`src/rtl/elevator_plant.sv`:
```
// elevator_plant: behavioural car/shaft model that closes the loop around the elevator controller.
// Inputs:  clock, reset (async, active-low), motor1 (up), motor2 (down), porta (1 = open door).
// Outputs: sen (one-hot floor sensors or zero), floor (last floor seen), door_closed, door_open,
//          moving (car moved on last step), fault / overtravel (sticky illegal-command flags).
module elevator_plant #(
    parameter int FLOORS          = 4,
    parameter int STEP_TICKS      = 50000000,
    parameter int TICKS_PER_FLOOR = 8,
    parameter int DOOR_STEPS      = 4,
    parameter int START_FLOOR     = 0
) (
    input  logic              clock,
    input  logic              reset,
    input  logic              motor1,
    input  logic              motor2,
    input  logic              porta,
    output logic [FLOORS-1:0] sen,
    output logic [2:0]        floor,
    output logic              door_closed,
    output logic              door_open,
    output logic              moving,
    output logic              fault,
    output logic              overtravel
);
    localparam int PMAX = (FLOORS - 1) * TICKS_PER_FLOOR;
    localparam int PW   = $clog2(PMAX + 1);
    localparam int CW   = STEP_TICKS > 1 ? $clog2(STEP_TICKS) : 1;
    localparam int DW   = $clog2(DOOR_STEPS + 1);

    typedef enum logic [1:0] {CLOSED, OPENING, OPEN, CLOSING} door_t;

    door_t          state, state_n;
    logic [CW-1:0]  cnt;
    logic [PW-1:0]  pos, pos_n;
    logic [DW-1:0]  dc, dc_n;
    logic [2:0]     floor_q;
    logic           tick, up, dn, at_floor;

    assign tick        = cnt == CW'(STEP_TICKS - 1);
    assign door_closed = state == CLOSED;
    assign door_open   = state == OPEN;
    assign up          = motor1 & ~motor2 & door_closed & (pos != PW'(PMAX));
    assign dn          = motor2 & ~motor1 & door_closed & (pos != '0);
    assign pos_n       = up ? pos + 1'b1 : dn ? pos - 1'b1 : pos;
    assign at_floor    = |sen;

    // Sensors and floor are decoded from the registered position only.
    always_comb begin
        sen   = '0;
        floor = floor_q;
        for (int i = 0; i < FLOORS; i++)
            if (pos == PW'(i * TICKS_PER_FLOOR)) begin
                sen[i] = 1'b1;
                floor  = 3'(i);
            end
    end

    // Every door transition takes one step of travel, so entering OPENING/CLOSING
    // already moves dc; a reopen from CLOSING resumes from the current dc.
    always_comb begin
        state_n = state;
        dc_n    = dc;
        case (state)
            CLOSED:
                if (porta && at_floor && !motor1 && !motor2) begin
                    dc_n    = DW'(1);
                    state_n = DOOR_STEPS == 1 ? OPEN : OPENING;
                end
            OPENING:
                if (!porta) state_n = CLOSING;
                else begin
                    dc_n    = dc + 1'b1;
                    state_n = dc_n == DW'(DOOR_STEPS) ? OPEN : OPENING;
                end
            OPEN:
                if (!porta) begin
                    dc_n    = dc - 1'b1;
                    state_n = dc_n == '0 ? CLOSED : CLOSING;
                end
            CLOSING:
                if (porta) begin
                    dc_n    = dc + 1'b1;
                    state_n = dc_n == DW'(DOOR_STEPS) ? OPEN : OPENING;
                end else begin
                    dc_n    = dc - 1'b1;
                    state_n = dc_n == '0 ? CLOSED : CLOSING;
                end
            default: state_n = CLOSED;
        endcase
    end

    always_ff @(posedge clock or negedge reset)
        if (!reset) begin
            cnt        <= '0;
            pos        <= PW'(START_FLOOR * TICKS_PER_FLOOR);
            floor_q    <= 3'(START_FLOOR);
            state      <= CLOSED;
            dc         <= '0;
            moving     <= 1'b0;
            fault      <= 1'b0;
            overtravel <= 1'b0;
        end else begin
            cnt        <= tick ? '0 : cnt + 1'b1;
            floor_q    <= floor;
            fault      <= fault | (motor1 & motor2) | ((motor1 | motor2) & ~door_closed);
            overtravel <= overtravel | (motor1 & (pos == PW'(PMAX))) | (motor2 & (pos == '0));
            if (tick) begin
                pos    <= pos_n;
                moving <= pos_n != pos;
                state  <= state_n;
                dc     <= dc_n;
            end
        end
endmodule

```
`config.mk`:
```
export PLATFORM = sky130hd
export DESIGN_NAME = elevator_plant
export DESIGN_NICKNAME = d
export VERILOG_FILES = /design/src/rtl/elevator_plant.sv
export SDC_FILE = /design/constraint.sdc
export NUM_CORES = 1
export LEC_CHECK = 0
export ABC_CLOCK_PERIOD_IN_PS = 1850
export CAP_MARGIN = 20
export CORE_UTILIZATION = 45
export CTS_BUF_LIST = sky130_fd_sc_hd__clkbuf_8
export DETAILED_ROUTE_END_ITERATION = 8
export GPL_TIMING_DRIVEN = 0
export PLACE_DENSITY = 0.71
export SETUP_SLACK_MARGIN = 0.02
export SLEW_MARGIN = 20
export SYNTH_ARGS = -nofsm -noshare
export SYNTH_HDL_FRONTEND = slang
export SYNTH_SLANG_ARGS = --single-unit
```
`constraint.sdc`:
```
create_clock -name clock -period 1.85 [get_ports clock]
set_input_delay 0.37 -clock clock [delete_from_list [all_inputs] [get_ports clock]]
set_output_delay 0.37 -clock clock [all_outputs]
set_load 0.005 [all_outputs]
```
==> flow_summary.json, run 1 <==
{
  "synth_flop_cell": "dfrtp_1",
  "endpoint_kind": "output pin",
  "worstPathRequired_ps": 1480,
  "synth_nets": 239,
  "place_area_um2": 2530,
  "clkLatencyLatePin_ps": 300,
  "final_layout_size_suffix_gt1_share_pct": 31.3,
  "place_inst": 310,
  "p_total_uw": 1580,
  "clockBufferDepth": 2,
  "ys_seq_area_share_pct": 46.4,
  "io_pins": 17,
  "dp_hpwl_mm": 3.20,
  "p_leak_uw": 0.00140,
  "worstSetupPathType": "flop to output pin",
  "ff2ff_path_depth": 8,
  "final_area_um2": 3010,
  "start_kind": "flop",
  "wl_mm": 4.90,
  "fin_crit_ps": 1850,
  "clock.fmax_mhz": 542,
  "ys_warn_count": 0,
  "final_cells": 342,
  "async_flop_share_pct": 100,
  "grt.met3_usage_pct": 4.56,
  "dr.pass1.iters": 4,
  "synthCells": 226,
  "regArea_um2": 1060,
  "core_um2": 4790,
  "grt_remaining_overflow": 0,
  "die_area_um2": 5320,
  "grt_pass1_wl_mm": 8.09,
  "finClkSkew_ps": 6.29,
  "maxSlewHeadroom_pct": 67.7,
  "rsz0062_at_grt": "yes",
  "path_clk_slew_ps": 80,
  "p_switching_uw": 349,
  "vias": 1826,
  "met1_usage_pct": 25.5,
  "hp-class": "input pin to asynchronous set/reset pin",
  "switching_share_pct": 22.0,
  "period_share_pct": 99.8,
  "rrSetupSlack_ps": 10,
  "comb_power_share_pct": 3.0,
  "synth_edf_count": 0,
  "r2r-start": "pos[0]",
  "clock_sinks": 42,
  "synth_area_leaders": "dfrtp_1 (46%), xor2_1 (5.8%), xnor2_1 (4.6%)",
  "syn_area_um2": 2270,
  "area_delta_synth_final_pct": 32.7,
  "wire_per_inst_um": 14.3,
  "grt_busiest_layer": "met2",
  "fillers": 404,
  "initial_core_util_pct": 47.3,
  "tns_ps": 0,
  "peakVddDrop_mv": 0.455,
  "place_congestion": 0.857,
  "multi_input_comb_area_um2": 1320,
  "die_y_um": 73.0,
  "cts_buffers": 5,
  "p_per_area_nw_per_um2": 527,
  "met2_usage_pct": 34.7,
  "cp.arrival_ps": 1480,
  "synthDistinctLibCells": 47,
  "port_buffers": 16,
  "synth.top_cell.area_share_pct": 46.4,
  "grt_max_degree": 25,
  "postSynthRegisterBits": 42,
  "vias_per_cell": 5.34,
  "yosysTopAreaCell": "dfrtp_1",
  "cp_max_fo": 6,
  "fin_nets": 287,
  "status": "finished, final reports clean",
  "ant_nets": 0,
  "cts_tree": "built",
  "power_frac_clock_pct": 39.0,
  "drt_iter0_markers": 71,
  "drcViolationCount": 0,
  "ctsHtreeMaxLevel": 2,
  "die_w_um": 73.0,
  "finalHoldViolations": 0,
  "grt_pass1_vias": 1741,
  "setup_viol": 0,
  "tightestPinTransition_ps": 484,
  "cts_root_buffer": "clkbuf_8",
  "ctsHoldBuffers": 0,
  "timing.hold.ws_ps": 17.1,
  "diodes": 0,
  "slew_viol_final": 0,
  "antenna_found_initial": 0,
  "reg2reg_to": "pos[2]",
  "rows": 25,
  "cap_violations": 0,
  "seq_power_share_pct": 58.0,
  "p_int_uw": 1230,
  "syn-mean-instance-area_um2": 10.0,
  "grt_util_all_layers_pct": 20.3
}
-- cells in the mapped netlist (all sizes together), types with 4 or more instances --
library cell  count
buf               4
nand2            20
nor4              6
mux2              4
nand3            17
xor2             15
o21ai             5
inv               9
dfrtp            42
ha                8
a21oi             6
nand2b            4
nor2             23
xnor2            12
nor4b             4
nand4             9
-- how the worst max path moves through the flow --
stage	from	to	slack (ps)
floorplan	pos[0]	pos[2]	90
global placement	reset	cnt[12]	-670
detailed placement	pos[0]	floor[0]	-260
CTS	pos[1]	floor[2]	20
global route	pos[0]	pos[3]	-90
finish	pos[0]	floor[0]	4
-- what timing repair did --
action	4_1_cts	5_1_grt
buffers inserted	15	10
setup endpoints to repair	34	30
resized for setup	35	38
pin swaps	7	13
cloned	0	1
-- placed cells by master (no fill, tap or decap), types with 5 or more instances in the layout --
master | netlist | routed
dfrtp_1 | 42 | 33
buf_4 | 0 | 26
nor2_1 | 23 | 21
nand2_1 | 20 | 19
nand3_1 | 17 | 17
xor2_1 | 15 | 15
xnor2_1 | 12 | 11
dfrtp_2 | 0 | 9
nand4_1 | 8 | 8
clkbuf_8 | 0 | 7
inv_1 | 9 | 6
ha_1 | 8 | 6
clkdlybuf4s50_1 | 0 | 6
a21oi_1 | 5 | 5
-- metal layers --
layer / vias up / part of all wire, %
met3: 6 / 2.6
met2: 31 / 52
li1: 894 / -
met4: 0 / 1.4
met5: - / 0
met1: 895 / 44
-- power by group through the flow --
stage / sequential (µW) / clock [µW] / combinational (µW)
after CTS: 918 / 646 / 49.0
after detailed placement: 937 / 0 / 49.1
after global placement: 937 / 0 / 41.6
final: 918 / 618 / 47.9
after global routing: 918 / 684 / 54.5
after floorplan: 937 / 0 / 9.41
-- layout make-up --
cell class	instances	area share, %
Multi-Input combinational cell	168	43.9
Sequential cell	42	35.3
Timing Repair Buffer	43	12.2
Tap cell	67	2.79
Clock buffer	6	2.75
Buffer	5	1.50
Inverter	9	1.12
Clock inverter	2	0.416
-- worst max-delay path: stages (launching register included) --
cell and delay, ps:
dfrtp_1 390, inv_2 90, ha_4 170, nand2b_4 90
mux2_4 320, buf_6 120
-- through the flow --
step                      util (%)  setup WS [ps]
after floorplan                  -           92.5
after global placement        52.4           -666
after detailed placement      52.9           -260
after CTS                     59.0           19.1
after global routing          62.8          -91.8
final                         62.8           3.66
-- sequential cells by signal, indices dropped and copies added (netlist names) --
| register | cells |
|---|---|
| moving | 1 |
| dc | 3 |
| cnt | 26 |
| pos | 5 |
| state | 2 |
| overtravel | 1 |
| fault | 1 |
| floor_q | 3 |
-- cells by family (layout without fill, tap and decap cells) --
logic type,Yosys count,after routing,synth area share [%]
flops,42,42,46.4
mux,6,6,2.87
simple gates,104,104,26.2
fa+ha+maj,8,8,4.42
xor+xnor,27,27,10.4
buf+inv,16,65,2.87
compound gates,23,23,6.79
(Power assumes the default switching activity.)
==> run 2, diff against run 1 <==
--- a/config.mk
+++ b/config.mk
@@ -5,7 +5,7 @@
 export SDC_FILE = /design/constraint.sdc
 export NUM_CORES = 1
 export LEC_CHECK = 0
-export ABC_CLOCK_PERIOD_IN_PS = 1850
+export ABC_CLOCK_PERIOD_IN_PS = 1500
 export CAP_MARGIN = 20
 export CORE_UTILIZATION = 45
 export CTS_BUF_LIST = sky130_fd_sc_hd__clkbuf_8
==> constraint.sdc (replaced) <==
create_clock -name clock -period 1.5 [get_ports clock]
set_input_delay 0.3 -clock clock [delete_from_list [all_inputs] [get_ports clock]]
set_output_delay 0.3 -clock clock [all_outputs]
set_load 0.005 [all_outputs]
==> flow_summary.json, run 2 (synthesis results as in run 1) <==
{
  "cts_tree": "built",
  "p_total_uw": 1870,
  "cp.arrival_ps": 2060,
  "path_cells": "inv_2 > ha_4 > nand2b_4 > buf_6 > or4_4 > or2_0 > a21oi_1 > o22a_1",
  "grt_max_degree": 33,
  "initial_core_util_pct": 47.3,
  "cts_buffers": 5,
  "grt.met3_usage_pct": 5.39,
  "clock.fmax_mhz": 551,
  "rows": 25,
  "start_kind": "flop",
  "io_pins": 17,
  "drcViolationCount": 0,
  "finalHoldViolations": 0,
  "final_cell_mix": "buf_4 (41), dfrtp_1 (32), buf_6 (19), nand3_1 (15), nand2_1 (15)",
  "peakVddDrop_mv": 0.381,
  "fin_nets": 314,
  "path_clk_slew_ps": 80,
  "tns_ps": -7350,
  "ant_nets": 0,
  "maxSlewHeadroom_pct": 79.0,
  "dr.pass1.iters": 4,
  "drt_iter0_markers": 86,
  "fin_crit_ps": 1820,
  "reg_top3": "cnt (26), pos (5)",
  "largest-register": "cnt",
  "place_area_um2": 2640,
  "cp_max_fo": 4,
  "diodes": 0,
  "rsz0062_at_grt": "yes",
  "die_area_um2": 5320,
  "tightestPinTransition_ps": 313,
  "grt_busiest_layer": "met2",
  "die_w_um": 73.0,
  "final_common_cell": "buf_4",
  "wl_mm": 5.73,
  "timing.hold.ws_ps": 412,
  "grt_util_all_layers_pct": 22.5,
  "ctsHtreeMaxLevel": 2,
  "slew_viol_final": 0,
  "status": "finished, violations left",
  "cts_root_buffer": "clkbuf_8",
  "vias_per_cell": 5.37,
  "violations": "negative setup slack",
  "worstSetupPathType": "flop to flop",
  "final_area_um2": 3360,
  "finClkSkew_ps": 9.36,
  "vias": 1977,
  "p_per_area_nw_per_um2": 557,
  "met1_usage_pct": 26.9,
  "clockBufferDepth": 2,
  "worst_slack_ps": -316,
  "fin_util_pct": 70.3,
  "hp-class": "input pin to asynchronous set/reset pin",
  "crit_family": "simple AND/OR/NAND/NOR gates",
  "critPathMaxStageDelay_ps": 420,
  "port_buffers": 16,
  "largest_register_ffs": 26,
  "area_delta_synth_final_pct": 48.5,
  "antenna_found_initial": 0,
  "crit_slowest_cell": "or4_4",
  "final_layout_size_suffix_gt1_share_pct": 47.8,
  "grt_pass1_wl_mm": 9.05,
  "grt_pass1_vias": 1930,
  "fillers": 364,
  "period_share_pct": 121,
  "p_leak_uw": 0.00152,
  "endpoint_kind": "flop",
  "clock_sinks": 42,
  "core_um2": 4790,
  "cp_num_buf_inv": 2,
  "wire_per_inst_um": 15.6,
  "clkLatencyLatePin_ps": 300,
  "cap_violations": 0,
  "setup_viol": 35,
  "die_y_um": 73.0,
  "met2_usage_pct": 40.0,
  "grt_remaining_overflow": 0,
  "place_congestion": 0.828,
  "dp_hpwl_mm": 3.15,
  "worstPathRequired_ps": 1740
}
run 2: cell type report:
| type | instances | area (µm²) | area share [%] |
|---|---|---|---|
| Timing Repair Buffer | 70 | 609 | 18.1 |
| Clock buffer | 5 | 68.8 | 2.05 |
| Sequential cell | 42 | 1060 | 31.6 |
| Multi-Input combinational cell | 168 | 1450 | 43.0 |
| Inverter | 9 | 33.8 | 1.00 |
| Buffer | 5 | 50.0 | 1.49 |
| Clock inverter | 2 | 7.51 | 0.223 |
| Tap cell | 67 | 83.8 | 2.49 |
run 2: path summary, 6_finish.rpt:
check | depth (start not counted) | slack, ps | end | startpoint
hold reg to reg | 1 | 480 | fault | fault
setup reg to reg | 8 | -320 | state[0] | pos[0]
hold / removal | 2 | 410 | dc[2] | reset
max in group asynchronous | 3 | 600 | cnt[6] | reset
min in group clock | 1 | 480 | fault | fault
setup / recovery | 8 | -320 | state[0] | pos[0]
run 2: per-layer routing:
| metal | vias up | wire length [µm] | part of all wire, % |
|---|---|---|---|
| met3 | 7 | 198 | 3.5 |
| met4 | 0 | 89 | 1.6 |
| met1 | 983 | 2470 | 43 |
| met2 | 43 | 2970 | 52 |
| li1 | 944 | - | - |
| met5 | - | 0 | 0 |
run 2: metrics by stage:
| stage | worst slack (ps) | cells |
|---|---|---|
| 2_1_floorplan | -178 | 226 |
| 3_3_place_gp | -1010 | 309 |
| 3_5_place_dp | -481 | 310 |
| 4_1_cts | -287 | 354 |
| 5_1_grt | -369 | 368 |
| 6_report | -316 | 368 |
run 2: report_power, final:
group	leakage [µW]	internal [µW]	switching [µW]
logic	0.000944	22.0	40.8
registers	0.000532	1130	0.536
clock network	0.0000466	307	372
run 2: what timing repair did:
item                                   4_1_cts  5_1_grt
resized for setup                           78       44
pin swaps                                   23       11
endpoints found under the hold margin       10        0
buffers inserted                            36       16
gates cloned                                 1        0
setup endpoints to repair                   40       42
hold buffers                                 1        0
==> run 3, diff against run 2 <==
--- a/config.mk
+++ b/config.mk
@@ -6,7 +6,6 @@
 export NUM_CORES = 1
 export LEC_CHECK = 0
 export ABC_CLOCK_PERIOD_IN_PS = 1500
-export CAP_MARGIN = 20
 export CORE_UTILIZATION = 45
 export CTS_BUF_LIST = sky130_fd_sc_hd__clkbuf_8
 export DETAILED_ROUTE_END_ITERATION = 8
==> results of run 3 <==
The final DEF is identical to that of run 2; final timing and power are the same.
